$ cat src/rtl/seg7_digit_counter.sv
// seg7_digit_counter
// Single-digit decimal run/stop counter that drives a 7-segment display.
// Two raw push-buttons are synchronized, debounced and edge-detected; the
// run button toggles between STOP and RUN, the clear button zeroes the
// count. While running, a prescaler divides the clock into a count tick and
// the digit counts up or down, wrapping at a programmable limit.
//
// Ports:
//   clk        system clock
//   rst_n      asynchronous active-low reset
//   ena        design enable; when low every register holds
//   btn_run    raw button, press toggles run/stop
//   btn_clr    raw button, press clears the count
//   dir        0 = count up, 1 = count down (sampled at tick)
//   max_digit  wrap limit; values above 9 behave as 9
//   digit      current BCD value
//   segments   active-high {g,f,e,d,c,b,a} pattern for digit
//   dp         heartbeat, toggles on every tick
//   running    high while in RUN
//   wrap_pulse one-cycle pulse when the count wraps
module seg7_digit_counter #(
    parameter int TICK_DIV  = 10000000,
    parameter int DB_CYCLES = 50000
) (
    input  logic       clk,
    input  logic       rst_n,
    input  logic       ena,
    input  logic       btn_run,
    input  logic       btn_clr,
    input  logic       dir,
    input  logic [3:0] max_digit,
    output logic [3:0] digit,
    output logic [6:0] segments,
    output logic       dp,
    output logic       running,
    output logic       wrap_pulse
);

    localparam int PW = $clog2(TICK_DIV);
    localparam int CW = $clog2(DB_CYCLES + 1);
    localparam logic [PW-1:0] PRESC_LAST = PW'(TICK_DIV - 1);
    localparam logic [CW-1:0] DB_LAST    = CW'(DB_CYCLES - 1);

    typedef enum logic {
        STOP = 1'b0,
        RUN  = 1'b1
    } state_t;

    state_t          state;
    state_t          state_next;
    logic [PW-1:0]   presc;
    logic [PW-1:0]   presc_next;
    logic [3:0]      digit_next;
    logic            dp_next;
    logic            wrap_next;
    logic [3:0]      limit;
    logic            tick;

    // Bit 0 is the run button, bit 1 the clear button.
    logic [1:0]      raw_btn;
    logic [1:0]      sync_a;
    logic [1:0]      sync_b;
    logic [1:0]      db_state;
    logic [1:0]      db_prev;
    logic [CW-1:0]   db_cnt [2];
    logic [1:0]      press;
    logic            run_pulse;
    logic            clr_pulse;

    assign raw_btn   = {btn_clr, btn_run};
    assign press     = db_state & ~db_prev;
    assign run_pulse = press[0];
    assign clr_pulse = press[1];
    assign running   = (state == RUN);

    // Button front end: two-flop synchronizer, then a debounce counter that
    // only accepts a new level after DB_CYCLES consecutive differing samples.
    // db_prev delays the debounced level by one cycle so that a rising edge
    // yields a single-cycle press pulse.
    always_ff @(posedge clk or negedge rst_n) begin
        if (!rst_n) begin
            sync_a   <= '0;
            sync_b   <= '0;
            db_state <= '0;
            db_prev  <= '0;
            for (int i = 0; i < 2; i++) begin
                db_cnt[i] <= '0;
            end
        end else if (ena) begin
            sync_a  <= raw_btn;
            sync_b  <= sync_a;
            db_prev <= db_state;
            for (int i = 0; i < 2; i++) begin
                if (sync_b[i] == db_state[i]) begin
                    db_cnt[i] <= '0;
                end else if (db_cnt[i] == DB_LAST) begin
                    db_state[i] <= sync_b[i];
                    db_cnt[i]   <= '0;
                end else begin
                    db_cnt[i] <= db_cnt[i] + CW'(1);
                end
            end
        end
    end

    // Next-state logic for the run/stop state, prescaler and count. Clear
    // has priority over a coincident tick but never blocks a run toggle.
    always_comb begin
        limit      = (max_digit > 4'd9) ? 4'd9 : max_digit;
        tick       = (state == RUN) && (presc == PRESC_LAST);
        state_next = state;
        presc_next = presc;
        digit_next = digit;
        dp_next    = dp;
        wrap_next  = 1'b0;

        if (run_pulse) begin
            state_next = (state == RUN) ? STOP : RUN;
        end

        if (state == RUN) begin
            presc_next = tick ? '0 : presc + PW'(1);
        end

        if (clr_pulse) begin
            digit_next = 4'd0;
            presc_next = '0;
            dp_next    = 1'b0;
        end else if (tick) begin
            dp_next = ~dp;
            if (!dir) begin
                if (digit >= limit) begin
                    digit_next = 4'd0;
                    wrap_next  = 1'b1;
                end else begin
                    digit_next = digit + 4'd1;
                end
            end else begin
                // Counting down from a digit above a freshly lowered limit
                // snaps to the limit without flagging a wrap.
                if (digit == 4'd0) begin
                    digit_next = limit;
                    wrap_next  = 1'b1;
                end else if (digit > limit) begin
                    digit_next = limit;
                end else begin
                    digit_next = digit - 4'd1;
                end
            end
        end
    end

    function automatic logic [6:0] encode(input logic [3:0] value);
        case (value)
            4'd0:    encode = 7'h3F;
            4'd1:    encode = 7'h06;
            4'd2:    encode = 7'h5B;
            4'd3:    encode = 7'h4F;
            4'd4:    encode = 7'h66;
            4'd5:    encode = 7'h6D;
            4'd6:    encode = 7'h7D;
            4'd7:    encode = 7'h07;
            4'd8:    encode = 7'h7F;
            4'd9:    encode = 7'h6F;
            default: encode = 7'h00;
        endcase
    endfunction

    // State registers. Segments are encoded from digit_next so the pattern
    // changes in the same cycle as the digit. A disabled design holds all
    // state but never leaves wrap_pulse asserted.
    always_ff @(posedge clk or negedge rst_n) begin
        if (!rst_n) begin
            state      <= STOP;
            presc      <= '0;
            digit      <= 4'd0;
            dp         <= 1'b0;
            wrap_pulse <= 1'b0;
            segments   <= 7'h3F;
        end else if (ena) begin
            state      <= state_next;
            presc      <= presc_next;
            digit      <= digit_next;
            dp         <= dp_next;
            wrap_pulse <= wrap_next;
            segments   <= encode(digit_next);
        end else begin
            wrap_pulse <= 1'b0;
        end
    end

endmodule

$ cat config.mk
export PLATFORM = sky130hd
export DESIGN_NAME = seg7_digit_counter
export DESIGN_NICKNAME = d
export VERILOG_FILES = /design/src/rtl/seg7_digit_counter.sv
export SDC_FILE = /design/constraint.sdc
export NUM_CORES = 1
export LEC_CHECK = 0
export ABC_AREA = 1
export BUFFER_PORTS_ARGS = -buffer_cell sky130_fd_sc_hd__buf_2
export CAP_MARGIN = 10
export CORE_AREA = 4 4 89 91
export CTS_BUF_LIST = sky130_fd_sc_hd__clkbuf_4
export DETAILED_ROUTE_END_ITERATION = 12
export DIE_AREA = 0 0 93 95
export GPL_ROUTABILITY_DRIVEN = 0
export HOLD_SLACK_MARGIN = 0.06
export PLACE_DENSITY = 0.81
export SLEW_MARGIN = 40
export SYNTH_ARGS = -nofsm -noshare
export SYNTH_HDL_FRONTEND = slang
export SYNTH_SLANG_ARGS = --single-unit
$ cat constraint.sdc
create_clock -name clk -period 2.65 [get_ports clk]
set_clock_uncertainty 0.2 [all_clocks]
set_input_delay 0.265 -clock clk [delete_from_list [all_inputs] [get_ports clk]]
set_output_delay 0.265 -clock clk [all_outputs]
set_load 0.005 [all_outputs]
* After elaboration in Yosys (flattened, before gate mapping)
Memory sizes are Yosys's and may differ from the RTL's. A register that Yosys moved wholly into a read port is not among the register bits.
Cells that the tools add are included.
** Storage, ports and cells
- Bits of input ports :: 10
- Output and inout port bits :: 14
- Memories kept :: 1
- Register bits :: 71
- Word-level logic and storage cells :: 64
- Bits in read-only memories :: 112
** Operators by class
- Add/sub/neg operators :: 5
- $lt $le $gt $ge :: 3
- Bitwise logic cells :: 5
- Equality and inequality tests :: 5
- Muxes and demuxes :: 23
- Reduce and logical (&&, ||, !) cells :: 10
** Memory list
- (no name shown) :: words 16, bits a word 7, read ports 1, clocked after Yosys merged registers in 1, wr ports 0, RTL line 154 : case (value)
** Operator list (count)
- 24-bit 2-to-1 mux :: 3
- 16-bit 2-to-1 mux :: 4
- 16-bit by 1-bit adder with 16-bit output, second input constant :: 2
- 16-bit equality test, second input constant :: 2
- 4-bit 2-to-1 mux :: 7
- 24-bit by 1-bit adder with 24-bit output, second input constant :: 1
- 24-bit equality test, second input constant :: 1
- 1-bit 2-to-1 mux :: 9
- 2-bit AND reduction :: 3
- 3-bit AND reduction :: 2
- 4-bit by 1-bit adder with 4-bit output, second input constant :: 1
- 4-bit greater-or-equal comparator :: 1
- 4-bit greater-than comparator :: 1
- 4-bit greater-than comparator, second input constant :: 1
- 4-bit logical NOT :: 1
- 2-bit nonzero test :: 2
- 4-bit by 1-bit subtractor with 4-bit output, second input constant :: 1
- 1-bit inverter :: 3
- 2-bit AND :: 1
- 1-bit equality test :: 2
- 2-bit inverter :: 1
- 1-bit logical AND :: 1
- 1-bit logical NOT :: 1

* Depth between registers and ports, before layout
- Word-level depth :: 8
- Gate-level depth with buffers :: 23

* Least setup slack after synthesis
OpenSTA, ideal clock, no wires.
- Kind :: input port to flip-flop
- Start :: input max_digit[1]
- End :: register segments[3]
- Path buffers :: 0
- Setup time :: 73 ps
- Stages on the path :: 21
- Arrival time :: 2277 ps
- Slack :: 100 ps
- Cell sequence :: inv_1 a21oi_1 nor2_1 inv_1 ha_1 nand2_1 nand2_1 nand2_1 nand2_1 nand2_1 nand2_1 nand2_1 nand2_1 o2111ai_1 o21ai_0 inv_1 ha_1 nand2_1 nand2_1 nand2_1 a21oi_1
** On the way
- Cells in the longest elaborated chain, start to end :: 8
** Ends and longest elaborated chain
- from (decl) :: RTL line 31 : input logic [3:0] max_digit,
- 4-bit greater-than comparator :: RTL line 109 : limit = (max_digit > 4'd9) ? 4'd9 : max_digit;
- 4-bit 2-to-1 mux * :: RTL line 109
- 4-bit greater-than comparator :: RTL line 144 : end else if (digit > limit) begin
- 4-bit 2-to-1 mux :: RTL line 144
- 4-bit 2-to-1 mux :: RTL line 141 : if (digit == 4'd0) begin
- 4-bit 2-to-1 mux * :: RTL line 131 : if (!dir) begin
- 4-bit 2-to-1 mux * :: RTL line 129 : end else if (tick) begin
- 4-bit 2-to-1 mux * :: RTL line 125 : if (clr_pulse) begin
- via digit_next[0] :: RTL line 53 : logic [3:0] digit_next;
- to (decl) :: RTL line 33 : output logic [6:0] segments,
Mark *: on every way through the listed nets, which the timed path passes. The rest lies on a longest branch.
A chain may end at the register's enable or synchronous reset.

* Worst setup path in the final report
- Start :: register digit[1]
- End :: register segments[6]
** On the way
- Cells in the longest elaborated chain, start to end :: 6
** Ends and longest elaborated chain
- from (decl) :: RTL line 32 : output logic [3:0] digit,
- from (signal assigned) :: RTL line 183 : digit <= digit_next;
- 4-bit greater-than comparator :: RTL line 144
- 4-bit 2-to-1 mux :: RTL line 144
- 4-bit 2-to-1 mux :: RTL line 141
- 4-bit 2-to-1 mux * :: RTL line 131
- 4-bit 2-to-1 mux * :: RTL line 129
- 4-bit 2-to-1 mux * :: RTL line 125
- via digit_next[0] :: RTL line 53
Marks and branches as above.

==> results.md <==
- Rows: 31
- Slew @ Worst Pin: 693 ps
- Sink Count: 78
- Sw Pwr: 743 uW
- Critical path type: reg -> reg
- Worst R2R Start: digit[1]
- Via density: 5.45
- First-pass GRT wire length: 16300 um
- Residual DRC: 0
- Reg clk slew, reported paths: 120 ps
- Final setup fails: 0
- CTS tree: built
- FF-to-FF path depth: 17
- Pre-antenna DRT Iters: 5
- Post-synth top cells: 127 x nand2_1, 87 x inv_1, 72 x dfrtp_1
- Mapped Nets: 610
- Clock share of power: 30.9%
- Unrepaired setup endpoints after global routing: yes
- Total track usage: 23.2%
- Most common flop cell mapped by yosys: dfrtp_1
- Synth area leaders: dfrtp_1 40%, nand2_1 11%, inv_1 7.3%, nor2_1 5.9%, ha_1 4.2%
- Total Wirelength: 9910 um
- Max-Cap Viols: 0
- Crit-path most repeated cell: nand2_1
- Die area: 0.00884 mm^2
- Footprint of the multi-input gates: 0.00224 mm^2
- Clock insertion delay at the later pin of the skew report: 430 ps
- Layout area overhead: 16.0%
- Seq/Total Area, Yosys: 43.8%
- Comb power frac: 16.4%
- Die Y: 95 um
- Inst Count DP: 717
- Leakage power: 0.00244 uW
- First DRT Iteration DRCs: 213
- Nets: 667
- Routed vias: 4069
- FILL cells: 590
- Fraction of power spent switching nets: 28.9%
- Yosys warns: 0
- Share of power burned in registers: 52.8%
- Fin crit share: 97.0%
- Post-synth top area share: 40.2%
- Final number of hold-violating endpoints: 0
- Delay of the slowest critical-path stage: 490 ps
- CTS root buf: clkbuf_4
- Antenna Cells: 0
- Capturing point of the worst reg2reg path: segments[6]
- Width of the chip: 93 um
- Min Tclk post-route: 2570 ps
- Asr flop ratio synth: 100%
- Core region area: 0.00714 mm^2
- Slew margin rel.: 53.8%
- Register area: 0.00196 mm^2
- Worst Hold Class: in -> reg
- Final instance count without filler cells: 746
- Fraction of layout cells with a size suffix above 1: 18.9%
- Critical Path RT: 2820 ps
- EDFF count, synth: 0
- Post-DP HPWL: 6790 um
- # IOs: 24
- Netlist cell types: 44
- Synth area leader: dfrtp_1
- Initial core utilization: 62.7%
- CP Launch Point: digit[1]
- Vias in the first global route: 3818
- IO Port Bufs: 23
- R2R Setup Slk: 80 ps
- Int Power: 1820 uW
- Final hold slack: 155 ps
- FMAX: 389 MHz
- Remaining global-route overflow: 0
- Crit-path cells: ha_4 > nand2_1 > nand2_1 > nand2_1 > nand2_1 > nand2_1 > nand2_2 > nand2_2 > o2111ai_4 > o21ai_2 > buf_4 > ha_1 > inv_1 > nand2_1 > nand2_1 > nand2_1 > a21oi_2
- Worst Path Arrival: 2740 ps
- Synthesized flop and latch total: 78
- Antenna Violating Nets Remaining: 0
- Synth Instances: 585
- Peak VDD IR: 0.000336 V
- Crit-path slowest cell: dfrtp_2
- CTS buffer count: 9
- Synthesized area: 0.00448 mm^2
- Final slew viol count: 0
- Setup crit start kind: register
- PwrDens: 494 mW/mm^2
- Avg Cell Area, Syn: 7.65 um^2
- Status: complete, no violations
- Initial antenna violation count: 0
- Critical path capture point type: register
- Clock tree buffer depth: 2
- Worst Path Max Fanout: 5
- Drt wl/cell: 13.3 um
- Critical Path Sink: segments[6]
- Cell with the most instances after synthesis: nand2_1
- CTS H-tree lvls: 3
- Largest net degree at the start of global routing: 79
## worst max-delay path: cells and delay by family, from the launching register on
| family | cells | cell delay (ps) |
|---|---|---|
| flops | 1 | 490 |
| fa+ha+maj | 2 | 470 |
| compound gates | 3 | 480 |
| simple gates | 10 | 700 |
| buf+inv | 2 | 190 |
## logic make-up after synthesis
family | count (synthesis) | synth area share, %
AOI/OAI and AO/OA | 99 | 13.0
xor gates and xnor gates | 13 | 2.54
adders and majority gates | 15 | 4.19
buffers and inverters | 102 | 8.64
DFF | 78 | 43.8
and+or+nand+nor | 278 | 27.8
## metal layers
metal	routed length, um	track usage [%]	vias to the layer above
li1	-	-	2013
met3	419	4.30	27
met5	0	0	-
met1	4280	29.3	1929
met2	4900	38.8	100
met4	298	11.1	0
## area by class of cell
cell class                      instances  share of cell area [%]
Clock buffer                           10                    1.45
Tap cell                               99                    2.38
Inverter                               95                    6.91
Sequential cell                        78                    37.8
Timing Repair Buffer                   53                    6.91
Multi-Input combinational cell        405                    43.1
Clock inverter                          6                    1.47
## cells in the final DEF (no fill, tap or decap), types with 11 or more instances in the layout
cell type and count:
inv_1 84, nand3_1 23, buf_4 25, nor3_1 18
nand2_1 121, dfrtp_1 70, nand4_1 13, nor2_1 68
buf_2 22, o22ai_1 11, xor2_1 11, a21oi_1 31
o21ai_0 28
## power by group through the flow
stage	registers (uW)	clock network, uW	logic, uW
final	1360	793	420
after global routing	1370	865	478
after CTS	1350	807	404
after detailed placement	1380	0	381
after global placement	1370	0	366
after floorplan	1360	0	247
## stage by stage
stage | total power (uW) | utilization, % | instance area [um^2] | setup slack [ps] | setup TNS, ps
after floorplan | 1610 | - | 4480 | 99.9 | 0
final | 2570 | 72.8 | 5190 | 80.0 | 0
after global routing | 2710 | 72.8 | 5190 | -70.4 | -234
after CTS | 2560 | 70.6 | 5040 | 31.2 | 0
after global placement | 1740 | 67.5 | 4820 | -51.7 | -81.8
after detailed placement | 1760 | 67.6 | 4820 | -209 | -1030
## flip-flops by register name, summed over array words and instances, names as in the netlist, 2 cells and up
signal    flops
db_prev       2
db_state      2
sync_a        2
segments      7
presc        24
sync_b        2
db_cnt       32
digit         4
## worst min path at each step
stage,startpoint,cells after the start,to
floorplan,rst_n,0,db_cnt[0]
global placement,db_prev[0],2,db_prev[0]
detailed placement,rst_n,1,presc[6]
CTS,max_digit[3],6,digit[2]
global route,max_digit[3],6,digit[2]
finish,max_digit[3],6,digit[2]
## what timing repair did
item,in CTS,in global routing
endpoints found under the setup margin,3,7
hold buffers,5,0
hold endpoints to repair,84,0
pin swaps,0,11
buffers inserted,2,6
gates resized for setup,2,26
Note: power is estimated with default switching activity, not from simulation.
